--- config.mk ---
export PLATFORM = sky130hd
export DESIGN_NAME = pipe_stage_chain
export DESIGN_NICKNAME = d
export VERILOG_FILES = /design/src/rtl/pipe_stage_chain.sv
export SDC_FILE = /design/constraint.sdc
export NUM_CORES = 1
export LEC_CHECK = 0
export CAP_MARGIN = 20
export CORE_AREA = 2 2 87 123
export CTS_BUF_LIST = sky130_fd_sc_hd__clkbuf_2
export DETAILED_ROUTE_END_ITERATION = 12
export DIE_AREA = 0 0 89 125
export PLACE_DENSITY = 0.79
export SLEW_MARGIN = 20
export SYNTH_ARGS = -nofsm -noshare
export SYNTH_HDL_FRONTEND = slang
export SYNTH_SLANG_ARGS = --single-unit
--- constraint.sdc ---
create_clock -name clk -period 3.4 [get_ports clk]
set_clock_uncertainty 0.05 [all_clocks]
set_input_delay 0.68 -clock clk [delete_from_list [all_inputs] [get_ports clk]]
set_output_delay 0.68 -clock clk [all_outputs]
set_load 0.01 [all_outputs]
--- src/rtl/pipe_stage_chain.sv ---
// pipe_stage_chain: DEPTH-stage valid/ready pipeline with bubble collapsing,
// global stall and flush. Optional one-entry input skid: PIPE_CHAIN_SKID_EN.
//
// Ports:
//   clk        - clock, all state updates on rising edge
//   rst        - asynchronous active-high reset (clears all valid bits)
//   in_valid   - upstream beat present
//   in_data    - upstream payload (WIDTH bits)
//   in_ready   - chain accepts the beat this cycle
//   out_valid  - last stage offers a beat downstream
//   out_data   - payload of last stage (driven regardless of out_valid)
//   out_ready  - downstream accepts
//   stall      - freeze every stage this cycle
//   flush      - discard every in-flight beat at the next edge (beats stall)
//   occupancy  - number of valid entries held (includes skid entry)
module pipe_stage_chain #(
    parameter int WIDTH = 32,
    parameter int DEPTH = 5
) (
    input  logic                          clk,
    input  logic                          rst,
    input  logic                          in_valid,
    input  logic [WIDTH-1:0]              in_data,
    output logic                          in_ready,
    output logic                          out_valid,
    output logic [WIDTH-1:0]              out_data,
    input  logic                          out_ready,
    input  logic                          stall,
    input  logic                          flush,
    output logic [$clog2(DEPTH+2)-1:0]    occupancy
);

    localparam int OCC_W = $clog2(DEPTH+2);

    logic [DEPTH-1:0] r_valid;
    logic [WIDTH-1:0] r_data [DEPTH];

    logic [DEPTH-1:0] w_ready;
    logic             w_adv;
    logic             w_in_fire;
    logic             w_s0_valid;
    logic [WIDTH-1:0] w_s0_data;
    logic [OCC_W-1:0] w_occ;

    assign w_adv = ~stall & ~flush;

    // A stage is ready if it or any stage downstream of it holds a bubble,
    // or the consumer takes the last beat. Written as an OR over the
    // downstream valid bits so there is no chained self-reference.
    always_comb begin
        logic v_acc;
        v_acc   = 1'b0;
        w_ready = '0;
        for (int i = 0; i < DEPTH; i++) begin
            v_acc = out_ready;
            for (int j = i; j < DEPTH; j++) begin
                v_acc = v_acc | ~r_valid[j];
            end
            w_ready[i] = v_acc;
        end
    end

`ifdef PIPE_CHAIN_SKID_EN
    logic             r_skid_valid;
    logic [WIDTH-1:0] r_skid_data;

    // in_ready depends only on registered skid state (rst gates it low).
    assign in_ready   = ~r_skid_valid & ~rst;
    assign w_in_fire  = in_valid & in_ready;
    // A parked skid beat always goes to stage 0 ahead of new input.
    assign w_s0_valid = r_skid_valid | w_in_fire;
    assign w_s0_data  = r_skid_valid ? r_skid_data : in_data;

    always_ff @(posedge clk or posedge rst) begin
        if (rst) begin
            r_skid_valid <= 1'b0;
        end else if (flush) begin
            r_skid_valid <= 1'b0;
        end else begin
            r_skid_valid <= w_s0_valid & ~(w_adv & w_ready[0]);
        end
    end

    always_ff @(posedge clk) begin
        if (~r_skid_valid) begin
            r_skid_data <= in_data;
        end
    end
`else
    assign in_ready   = w_ready[0] & w_adv & ~rst;
    assign w_in_fire  = in_valid & in_ready;
    assign w_s0_valid = w_in_fire;
    assign w_s0_data  = in_data;
`endif

    always_ff @(posedge clk or posedge rst) begin
        if (rst) begin
            r_valid <= '0;
        end else if (flush) begin
            r_valid <= '0;
        end else if (~stall) begin
            if (w_ready[0]) begin
                r_valid[0] <= w_s0_valid;
            end
            for (int i = 1; i < DEPTH; i++) begin
                if (w_ready[i]) begin
                    r_valid[i] <= r_valid[i-1];
                end
            end
        end
    end

    // Payload registers carry no reset; contents of invalid stages are
    // don't-care.
    always_ff @(posedge clk) begin
        if (w_adv) begin
            if (w_ready[0]) begin
                r_data[0] <= w_s0_data;
            end
            for (int i = 1; i < DEPTH; i++) begin
                if (w_ready[i]) begin
                    r_data[i] <= r_data[i-1];
                end
            end
        end
    end

    always_comb begin
        w_occ = '0;
        for (int i = 0; i < DEPTH; i++) begin
            w_occ = w_occ + OCC_W'(r_valid[i]);
        end
`ifdef PIPE_CHAIN_SKID_EN
        w_occ = w_occ + OCC_W'(r_skid_valid);
`endif
    end

    assign occupancy = w_occ;
    assign out_valid = r_valid[DEPTH-1] & w_adv;
    assign out_data  = r_data[DEPTH-1];

endmodule

# Yosys cells after proc, flatten, opt, wreduce, memory -nomap -nowiden
# Memories as Yosys holds them, arrays and structs flattened.
# Index checks and enable logic that the tools add are counted.
[totals] inputBits=38 n_memories=1 mem_bits_rw=160 register_bits=5 out_inout_bits=37
[classes] n_mux=22 eq_ne=1 n_reduce_logical=10 n_bitwise=28 n_addsub=4
[mem_list] memory="r_data" words=5 width=32 read_ports=5 rd_clocked_by_memory_dff=0 write_ports=5 line="36" rtl="logic [WIDTH-1:0] r_data [DEPTH];"
[op_table] cell="$mux 1" n=20
[op_table] cell="$or 1x1->1" n=15
[op_table] cell="$mux 5" n=2
[op_table] cell="$reduce_and 2->1" n=5
[op_table] cell="$reduce_bool 2->1" n=5
[op_table] cell="$not 1->1" n=8
[op_table] cell="$add 3x1->3" n=2
[op_table] cell="$and 1x1->1" n=5
[op_table] cell="$add 2x1->3" n=1
[op_table] cell="$add 1x1->2" n=1
[op_table] cell="$ne 2x1->1 const B" n=1

# Depth between registers and ports, before layout
[logic_depth] word_depth=12 ltp_mapped=4

# Worst setup path after synthesis
# Ideal clock, no wire load.
[synth_timing] path_type="input-to-reg" startpoint="in flush" endpoint="mem r_data[4][0], in the netlist r_data[0][128] (enable)" setup_slack_ps=282 n_path_buf=1 path_stages=3 setup_ps=432 arrival_ps=2636 path_cell_list="or2_1 buf_4 a21oi_1"
[synth_lines] item="start: declaration" line="29" rtl="input logic flush,"
[synth_lines] item="end: declaration" line="36"

# Final worst setup path
[layout_timing] startpoint="reg r_valid[0]" endpoint="out occupancy[1]"
[layout_between] elab_chain_cells=4
[layout_lines] item="start: declaration" line="35" rtl="logic [DEPTH-1:0] r_valid;"
[layout_lines] item="start signal: assignment" line="103" rtl="r_valid[0] <= w_s0_valid;"
[layout_lines] item="start signal: indexed assignment" line="107" rtl="r_valid[i] <= r_valid[i-1];"
[layout_lines] item="$add 1x1->2" line="131" rtl="w_occ = w_occ + OCC_W'(r_valid[i]);"
[layout_lines] item="$add 2x1->3" line="131"
[layout_lines] item="$add 3x1->3 (2 in a row)" line="131"
[layout_lines] item="end: declaration" line="30" rtl="output logic [$clog2(DEPTH+2)-1:0] occupancy"
# Every way passes these cells.

==> qor.yml <==
status: "finished clean"
grt_setup_unrepaired: "false"
setup-tns-final_ns: 0
grt_pass1_vias: 2003
drt-total-wl_mm: 5.97
clk_pin_slew_worst_paths_ns: 0.18
h-tree-depth: 4
synth_area_leaders: "edfxtp_1 (89%), buf_4 (4.6%), dfrtp_1 (2.3%)"
syn_inst: 232
track_usage_pct: 11.9
die_w_um: 89
critPathRequiredTime_ns: 2.67
grt_first_pass_wirelength_mm: 9.52
die_area_mm2: 0.0111
path_class: "flip-flop to output port"
synth_most_common_cell: "edfxtp_1"
regArea_mm2: 0.00493
cap_violations: 0
routed_via_density: 4.54
seq_area_frac_synth_pct: 91.1
p_leak_nw: 2.12
diodes: 0
holdBufCountCts: 0
syn_nets: 273
core_area_mm2: 0.0101
cts_root_buf: "clkbuf_2"
port_buffers: 74
fillCellCount: 727
cts_tree: "done"
final_max_slew_viol_count: 0
synth_area_mm2: 0.00541
arrival_ns: 2.48
vdd_ir_drop_max_v: 0.000292
yosys_most_used_dff: "edfxtp_1"
min-delay-path-class: "input pin to async pin"
critPathMaxFanout: 2
critPathMaxStageDelay_ns: 0.50
multi_input_area_um2: 250
clock_latency_ns: 0.64
relSlewSlack_pct: 72.8
crit_chain: "fa_1, fa_2, ha_1, dlygate4sd2_1"
drive_gt1_share_pct: 15.1
cts.path.max_buffers: 2
crit_slowest_cell: "fa_1"
placed_cells: 416
crit_path_start_kind: "flip-flop"
yosysWarningCount: 0
num_vias: 2041
synth_commonest_cells: "edfxtp_1 (160), buf_4 (33), a21oi_1 (7), dfrtp_1 (5), nor2_1 (5)"
grt_max_degree: 33
fp.dieH_um: 125
place_congestion: 0.662
syn_avg_cell_area_um2: 23.3
wl_per_cell_um: 13.3
initial_core_util_pct: 53.4
route.detailed.drc: 0
antenna_found_initial: 0
cts-buffers-inserted: 17
worst_pin_slew_ns: 0.408
setup_viol: 0
period_needed_ns: 3.21
dp_hpwl_mm: 3.97
yosys.area.top_type_share_pct: 88.8
max_freq_mhz: 312
rows: 44
synth-edff-count: 160
power_density_mw_per_mm2: 507
synth-async-reset-ratio_pct: 3.03
ant_nets: 0
num_io_pins: 75
nets: 340
synth_top_cell_by_area: "edfxtp_1"
cts_sinks: 165
synth_cell_type_count: 21
post-route-period-util_pct: 94.3
area_growth_pct: 16.9
hold_viol_final: 0
firstDrtPassIters: 4
synth_seq_cells: 165
drt_iter0_markers: 114
instances_no_fill: 450
cp-end-kind: "output port"
gr-total-overflow: 0
-- power by group --
group	switching (W)	total [W]	leakage (nW)	internal, W
logic	0.0000613	0.000129	0.440	0.0000680
clock network	0.000568	0.000745	0.109	0.000176
registers	0.0000191	0.00233	1.57	0.00231
total	0.000649	0.00321	2.12	0.00256
-- metal layers --
metal | wire length, um | part of all wire (%) | global-route usage, %
met3 | 281 | 4.7 | 4.22
met2 | 3100 | 52 | 18.5
met5 | 0 | 0 | 0
met1 | 2460 | 41 | 14.2
met4 | 124 | 2.1 | 7.11
-- logic make-up after synthesis --
group / share of synthesized area [%]
AOI/OAI and AO/OA: 1.06
adders and majority gates: 0.971
buffers and inverters: 4.88
DFF: 91.1
and+or+nand+nor: 1.99
-- timing repair --
action,in CTS,in global routing
setup buffers,2,0
gates resized for setup,4,1
endpoints found under the setup margin,3,1
endpoints found under the hold margin,0,0
-- layout make-up --
cell class / instances / share of cell area (%)
inverters: 3 / 0.178
flip-flops and latches: 165 / 78.0
repair buffers: 82 / 12.6
well taps: 138 / 2.73
clock inverters: 13 / 1.07
clock buffers: 19 / 1.50
multi-input cells: 30 / 3.96
-- sequential cells by signal, indices dropped and copies added (netlist names) --
register / count
r_valid: 5
r_data: 160
-- cells in the final DEF, fill, tap and decap left out, drive strengths merged --
cell type	synthesis	final
a211oi	1	1
a21oi	7	7
and3	1	1
and3b	1	1
and4b	1	1
buf	34	8
clkbuf	0	19
clkdlybuf4s50	0	71
clkinv	0	10
clkinvlp	0	3
dfrtp	5	5
dlygate4sd2	0	3
edfxtp	160	160
fa	2	2
ha	1	1
inv	3	3
nand2b	3	3
nand3	1	1
nor2	5	5
nor2b	1	1
nor3	1	1
nor3b	1	1
o21ai	3	3
or2	1	1
-- per-stage QoR --
| step | worst slack [ns] | utilization, % | area (um^2) | hold slack, ns | power [W] |
|---|---|---|---|---|---|
| 6_report | 0.195 | 62.4 | 6320 | 0.261 | 0.00321 |
| 3_5_place_dp | 0.341 | 60.7 | 6150 | 0.355 | 0.00251 |
| 2_1_floorplan | 0.282 | - | 5410 | 0.350 | 0.00243 |
| 5_1_grt | 0.0338 | 62.4 | 6320 | 0.204 | 0.00335 |
| 4_1_cts | 0.0507 | 62.4 | 6320 | 0.160 | 0.00325 |
| 3_3_place_gp | 0.379 | 60.7 | 6150 | 0.350 | 0.00250 |
-- path summary, 6_finish.rpt --
kind                                start             end  slack (ns)  depth (start not counted)
max                            r_valid[0]    occupancy[1]        0.19                          4
min                                   rst      r_valid[4]        0.26                          2
max reg2reg                    r_valid[4]   r_data[0][15]        1.56                          4
min reg2reg                r_data[0][123]  r_data[0][155]        0.38                          0
max in group asynchronous             rst      r_valid[1]        2.84                          2
min in group clk           r_data[0][123]  r_data[0][155]        0.38                          0
-- critical path, delay by kind of cell (launching register included) --
kind                       cells  cell delay, ns
adders and majority gates      3            1.12
DFF                            1            0.44
buffers and inverters          1            0.28
Note: power is estimated with default switching activity, not from simulation.
